$ cat config.mk
export PLATFORM = sky130hd
export DESIGN_NAME = delay1_delayprog
export DESIGN_NICKNAME = d
export VERILOG_FILES = /design/src/rtl/delay1_pkg.sv /design/src/rtl/delay1_chan.sv /design/src/rtl/delay1_delayprog.sv
export SDC_FILE = /design/constraint.sdc
export NUM_CORES = 1
export LEC_CHECK = 0
export BUFFER_PORTS_ARGS = -buffer_cell sky130_fd_sc_hd__buf_2
export CORE_MARGIN = 3
export CORE_UTILIZATION = 45
export CTS_CLUSTER_SIZE = 28
export DETAILED_ROUTE_END_ITERATION = 10
export PLACE_DENSITY = 0.69
export SETUP_SLACK_MARGIN = 0.02
export SLEW_MARGIN = 20
export SYNTH_ARGS = -nofsm -noshare
export SYNTH_HDL_FRONTEND = slang
export SYNTH_SLANG_ARGS = --single-unit
$ cat constraint.sdc
create_clock -name CELCLK -period 1.89 [get_ports CELCLK]
set_clock_uncertainty 0.2 [all_clocks]
set_input_delay 0.189 -clock CELCLK [delete_from_list [all_inputs] [get_ports CELCLK]]
set_output_delay 0.189 -clock CELCLK [all_outputs]
set_load 0.005 [all_outputs]
$ cat src/rtl/delay1_pkg.sv
// Shared types and limits for the programmable delay cell.
//   edge_mode_e   : per-channel edge mode (rise / fall / both / pass-through)
//   chan_state_e  : per-channel FSM state (idle / counting)
//   edge_qualifies: true when a change of the synchronised input to level s
//                   is an edge that must be delayed under mode m
package delay1_pkg;

  localparam int NCH_MIN  = 1;
  localparam int NCH_MAX  = 16;
  localparam int SYNC_MIN = 2;
  localparam int SYNC_MAX = 4;
  localparam int CW_MIN   = 1;
  localparam int CW_MAX   = 32;

  typedef enum logic [1:0] {
    EDGE_RISE = 2'b00,
    EDGE_FALL = 2'b01,
    EDGE_BOTH = 2'b10,
    EDGE_PASS = 2'b11
  } edge_mode_e;

  typedef enum logic {
    ST_IDLE  = 1'b0,
    ST_COUNT = 1'b1
  } chan_state_e;

  // s is the new level the output is about to move to.
  function automatic logic edge_qualifies(input edge_mode_e m, input logic s);
    logic q;
    case (m)
      EDGE_RISE: q = s;
      EDGE_FALL: q = ~s;
      EDGE_BOTH: q = 1'b1;
      default:   q = 1'b0;
    endcase
    return q;
  endfunction

endpackage

$ cat src/rtl/delay1_chan.sv
// One delay channel: input synchroniser, IDLE/COUNT FSM, down-counter and
// output flop. Implements an inertial delay: a transition on the synchronised
// input reaches the output only if it is held for dly+2 cycles.
// Ports:
//   clk, rst   clock, async active-high reset
//   i          raw asynchronous input
//   dft        delay-free bypass: o = i combinationally, FSM held idle
//   en         enable; 0 makes every transition pass after one cycle
//   dly        delay in clk cycles, sampled only when a count starts
//   mode       edge mode (see delay1_pkg::edge_mode_e)
//   o          delayed output
//   busy       a transition is pending (FSM counting)
module delay1_chan
  import delay1_pkg::*;
#(
  parameter int   CW          = 12,
  parameter int   SYNC_STAGES = 2,
  parameter logic RST_VAL     = 1'b0
) (
  input  logic          clk,
  input  logic          rst,
  input  logic          i,
  input  logic          dft,
  input  logic          en,
  input  logic [CW-1:0] dly,
  input  logic [1:0]    mode,
  output logic          o,
  output logic          busy
);

  logic [SYNC_STAGES-1:0] sync_q, sync_d;
  chan_state_e            state_q, state_d;
  logic [CW-1:0]          cnt_q, cnt_d;
  logic                   o_q, o_d;
  logic                   s;
  edge_mode_e             mode_e;

  assign s      = sync_q[SYNC_STAGES-1];
  assign mode_e = edge_mode_e'(mode);

  always_comb sync_d = {sync_q[SYNC_STAGES-2:0], i};

  always_comb begin
    state_d = state_q;
    cnt_d   = cnt_q;
    o_d     = o_q;
    if (dft) begin
      // Synchroniser keeps running so the FSM resumes against a fresh s.
      state_d = ST_IDLE;
      cnt_d   = '0;
    end else begin
      case (state_q)
        ST_IDLE: begin
          if (s != o_q) begin
            if (en && edge_qualifies(mode_e, s)) begin
              state_d = ST_COUNT;
              cnt_d   = dly;
            end else begin
              o_d = s;
            end
          end
        end
        ST_COUNT: begin
          if (!en) begin
            o_d     = s;
            state_d = ST_IDLE;
            cnt_d   = '0;
          end else if (s == o_q) begin
            // Input reverted before the delay expired: swallow the glitch.
            state_d = ST_IDLE;
            cnt_d   = '0;
          end else if (cnt_q == '0) begin
            o_d     = s;
            state_d = ST_IDLE;
          end else begin
            // Zero is tested first, so the counter never wraps.
            cnt_d = cnt_q - CW'(1);
          end
        end
        default: begin
          state_d = ST_IDLE;
          cnt_d   = '0;
        end
      endcase
    end
  end

  always_ff @(posedge clk or posedge rst) begin
    if (rst) begin
      sync_q  <= {SYNC_STAGES{RST_VAL}};
      state_q <= ST_IDLE;
      cnt_q   <= '0;
      o_q     <= RST_VAL;
    end else begin
      sync_q  <= sync_d;
      state_q <= state_d;
      cnt_q   <= cnt_d;
      o_q     <= o_d;
    end
  end

  assign o    = dft ? i : o_q;
  assign busy = (state_q == ST_COUNT) && !dft;

endmodule

$ cat src/rtl/delay1_delayprog.sv
// Programmable multi-channel inertial delay. NCH independent channels, each
// synchronising its input and delaying the selected edge(s) by a run-time
// number of CELCLK cycles.
// Optional feature macro: CEL_DELAY_DFT_EN adds input CELDFT, which forces
// o = i combinationally on all channels for delay-free scan observation.
// Ports:
//   CELCLK  control clock          CELRST  async active-high reset
//   i       raw channel inputs     dly     per-channel delay, ch n at [n*CW +: CW]
//   mode    per-channel edge mode, ch n at [2n +: 2]
//   en      global enable (0 = bypass all delays)
//   o       delayed outputs        busy    per-channel pending transition
module delay1_delayprog
  import delay1_pkg::*;
#(
  parameter int   NCH         = 4,
  parameter int   CW          = 12,
  parameter int   SYNC_STAGES = 2,
  parameter logic RST_VAL     = 1'b0
) (
  input  logic              CELCLK,
  input  logic              CELRST,
`ifdef CEL_DELAY_DFT_EN
  input  logic              CELDFT,
`endif
  input  logic [NCH-1:0]    i,
  input  logic [NCH*CW-1:0] dly,
  input  logic [2*NCH-1:0]  mode,
  input  logic              en,
  output logic [NCH-1:0]    o,
  output logic [NCH-1:0]    busy
);

  logic dft;
`ifdef CEL_DELAY_DFT_EN
  assign dft = CELDFT;
`else
  assign dft = 1'b0;
`endif

  for (genvar n = 0; n < NCH; n++) begin : g_chan
    delay1_chan #(
      .CW          (CW),
      .SYNC_STAGES (SYNC_STAGES),
      .RST_VAL     (RST_VAL)
    ) u_chan (
      .clk  (CELCLK),
      .rst  (CELRST),
      .i    (i[n]),
      .dft  (dft),
      .en   (en),
      .dly  (dly[n*CW +: CW]),
      .mode (mode[2*n +: 2]),
      .o    (o[n]),
      .busy (busy[n])
    );
  end

endmodule

==> flow_summary.rst <==
.. list-table::
   :header-rows: 1

   * - Metric
     - Value
   * - Status
     - finished, violations left
   * - Failing checks
     - setup timing
   * - WL per Instance
     - 15.8 um
   * - DP Wirelength
     - 7.56 mm
   * - Total Wirelength
     - 11.9 mm
   * - Count of boundary I/O pins
     - slightly above 70
   * - DP Area
     - 4910 um2
   * - RSZ-0062 raised after global routing
     - true
   * - Shortest clock period the worst path allows after layout
     - between 2 and 2.5 ns
   * - Overall power consumption
     - 6.88 mW
   * - Kind of end point of the critical path
     - register
   * - Area delta synth->final
     - 54.0%
   * - Syn nets
     - slightly above 500
   * - Worst hold slack
     - around 0.029 ns
   * - Count of flip-flops with a built-in enable after synthesis
     - 0
   * - Class of the worst hold path
     - in -> reg
   * - Power per Cell Area
     - 1130 nW/um2
   * - CTS tree
     - built
   * - Slew Limit Fails
     - 0
   * - Number of buffer cells added on primary ports
     - 70
   * - Layout filler cell count
     - 593
   * - Floorplan Core Area
     - 8340 um2
   * - Cell with the largest stage delay on the worst path
     - or4b_4
   * - H-tree levels
     - 3
   * - Worst max-slew margin expressed relative to the limit
     - 0.700
   * - Fraction of layout cells with a size suffix above 1
     - 0.398
   * - Wire length of the first global-routing pass
     - 19.4 mm
   * - Diodes inserted
     - 0
   * - Leading register cell type out of synthesis
     - dfrtp_1
   * - Number of design rule violations left after detail routing
     - 0
   * - Final Wtd Congestion
     - 0.849
   * - Post-synthesis cell type count
     - 65
   * - Max_cap viols
     - 0
   * - Synthesized netlist cell count
     - 445
   * - Series of cell instances along the critical path
     - inv_2, ha_4, or4b_4, and4bb_4, o21ai_2, mux2_4
   * - Part of the Yosys area used for sequential elements
     - 0.407
   * - Slowest stage delay, CP
     - 0.45 ns
   * - CP bufs+invs
     - 1
   * - Maximum count of clock buffers along a single path
     - 2
   * - Total overflow reported by the global router
     - 0
   * - Horizontal die dimension
     - 99.6 um
   * - Nets@finish
     - ~710
   * - Number of clock sinks
     - 64
   * - Buffer type at the clock tree root
     - clkbuf_8
   * - First-pass iteration count of the detailed router
     - 6
   * - Starting Density
     - 0.472
   * - Fraction of registers with async set or reset after synthesis
     - 1.00
   * - Maximum number of pins on one net before global-route repair
     - 65
   * - Synth warn
     - 0
   * - Worst Setup Path Type
     - reg -> reg
   * - Vias per cell
     - 5.72
   * - Peak supply drop
     - between 0.6 and 0.7 mV
   * - Vias post-DR
     - approximately 4300
   * - Arrival time of data at the critical path endpoint
     - 2.14 ns
   * - TritonCTS Buffers
     - 9
   * - Synth Cell Area
     - 3940 um2
   * - Vias in the first global route
     - 4235
   * - Setup crit start kind
     - register
   * - Remaining number of nets flagged by the antenna check after routing
     - 0
   * - Maximum operating frequency
     - 473 MHz
   * - Mean instance size in the synthesized netlist
     - 8.85 um2
   * - Area enclosed by the die boundary
     - 9910 um2
   * - Data required time at the worst endpoint
     - 1.92 ns
   * - Final Setup Violations
     - 43
   * - Portion of the clock cycle consumed by the worst path in the final layout
     - 1.12
   * - Initial DRC Count
     - 213
   * - Final non-filler cell area
     - 6070 um2
   * - Synthesis-stage register bit count
     - 64
   * - Antenna violations before repair
     - 0
   * - Global router's overall resource usage
     - 0.241
   * - Leakage component of the power
     - 2.70 nW
   * - Pin slew with the least headroom to its limit
     - 0.446 ns
   * - FP Rows
     - 33
   * - Final number of hold-violating endpoints
     - 0
   * - Post-CTS clock slew at the launch and capture registers of the worst setup and hold paths
     - 0.07 ns
   * - Clock insertion delay at the later pin of the skew report
     - 0.34 ns
   * - Fin worst setup slack
     - -0.223 ns
   * - Top fanout value on the critical path
     - 7
   * - Die span in y
     - 99.6 um
   * - CP top delay family
     - simple AND/OR/NAND/NOR gates
[final timing paths]
| path | cells past startpoint | slack [ns] | to | startpoint |
|---|---|---|---|---|
| max | 6 | -0.22 | g_chan[1].u_chan.o_q | g_chan[1].u_chan.cnt_q[0] |
| min | 4 | 0.03 | g_chan[1].u_chan.cnt_q[0] | dly[12] |
| max reg2reg | 6 | -0.22 | g_chan[1].u_chan.o_q | g_chan[1].u_chan.cnt_q[0] |
| min reg2reg | 0 | 0.15 | g_chan[0].u_chan.sync_q[1] | g_chan[0].u_chan.sync_q[0] |
| max in group asynchronous | 4 | 0.90 | g_chan[0].u_chan.sync_q[1] | CELRST |
| min in group asynchronous | 4 | 0.32 | g_chan[1].u_chan.cnt_q[4] | CELRST |
[state kept, by name, summed over array words and instances, names as in the netlist]
signal and count:
g_chan.u_chan.state_q 4, g_chan.u_chan.sync_q 8, g_chan.u_chan.o_q 4, g_chan.u_chan.cnt_q 48
[worst min-delay path, stage by stage]
cell and delay (ns):
buf_2 0.10, a22o_1 0.14, nand2_1 0.04, o21ai_0 0.06
[synth_stat cells (all sizes together), types with 2 or more instances]
library cell	number	area share
xnor2	6	0.013
a211oi	3	0.0057
dfrtp	64	0.41
a31oi	7	0.011
or4	2	0.0038
a2bb2oi	4	0.0089
o2bb2ai	8	0.018
nand2b	3	0.0048
and3	4	0.0064
o21ai	70	0.092
or3	4	0.0064
or2	4	0.0064
nor2b	6	0.0095
a21oi	33	0.043
ha	8	0.025
o32a	2	0.0051
inv	20	0.019
buf	23	0.038
xor2	6	0.013
nor2	46	0.044
nor3b	2	0.0051
a21o	2	0.0057
o21a	3	0.0057
a311oi	3	0.0067
and2	2	0.0032
o22ai	3	0.0048
a221oi	2	0.0044
nor3	16	0.022
mux2	4	0.012
a32oi	11	0.024
nor4	10	0.023
nand3	4	0.0051
nand2	21	0.020
nor4bb	3	0.0076
a22oi	15	0.030
clkbuf	6	0.0057
[layer usage]
layer,vias to the layer above,routed length (um),track usage
met1,2077,5050,0.310
met3,24,639,0.0463
li1,2051,-,-
met5,-,0,0
met2,142,5990,0.410
met4,0,223,0.0756
[layout make-up]
cell class                 count  area, um2  area share
multi-input combinational    333       2410       0.398
timing repair buffer         213       1630       0.268
sequential                    64       1600       0.264
clock buffer                  14        183      0.0301
tap                          105        131      0.0217
inverter                      20       78.8      0.0130
clock inverter                 2       35.0     0.00577
[per-stage QoR]
stage	worst slack [ns]	std cells	utilization	setup TNS [ns]
floorplan	-0.160	445	-	-1.56
global route	-0.271	751	0.727	-7.29
global placement	-0.185	672	0.589	-1.90
detailed placement	-0.207	672	0.589	-2.36
CTS	-0.207	749	0.706	-2.69
finish	-0.223	751	0.727	-3.31
[power by group]
| group | total, mW | leakage, nW | switching, mW | internal, mW |
|---|---|---|---|---|
| clock | 1.28 | 0.113 | 0.532 | 0.752 |
| sequential | 2.23 | 0.785 | 0.421 | 1.80 |
| combinational | 3.37 | 1.80 | 1.64 | 1.73 |
[cells by family after synthesis]
logic type                 after synthesis  share of synthesized area
AOI/OAI and AO/OA                      175                      0.285
xor gates and xnor gates                12                     0.0267
adders and majority gates                8                     0.0254
buffers and inverters                   49                     0.0629
DFF                                     64                      0.407
muxes                                    4                     0.0124
and+or+nand+nor                        133                      0.181
[cell usage in the layout (no fill, tap or decap), types with 5 or more instances in the layout]
| cell type | count |
|---|---|
| buf_2 | 70 |
| a31oi_1 | 6 |
| nand2_1 | 20 |
| a21oi_1 | 31 |
| nor3_1 | 15 |
| clkbuf_8 | 13 |
| ha_1 | 7 |
| inv_1 | 17 |
| a22oi_1 | 14 |
| o21ai_0 | 7 |
| nor2_1 | 44 |
| dlygate4sd3_1 | 50 |
| a32oi_1 | 11 |
| xor2_1 | 6 |
| buf_4 | 76 |
| o21ai_1 | 31 |
| o2bb2ai_1 | 6 |
| dfrtp_1 | 64 |
| buf_6 | 15 |
| o21ai_2 | 32 |
| nor4_1 | 5 |
| nor2b_1 | 6 |
| xnor2_1 | 6 |
[what timing repair did]
action,CTS,global route
cloned,5,1
gates resized for setup,75,47
buffers inserted,7,2
hold buffers,50,0
pin swaps,35,18
endpoints found under the hold margin,113,0
setup endpoints to repair,46,55
(Power assumes the default switching activity.)
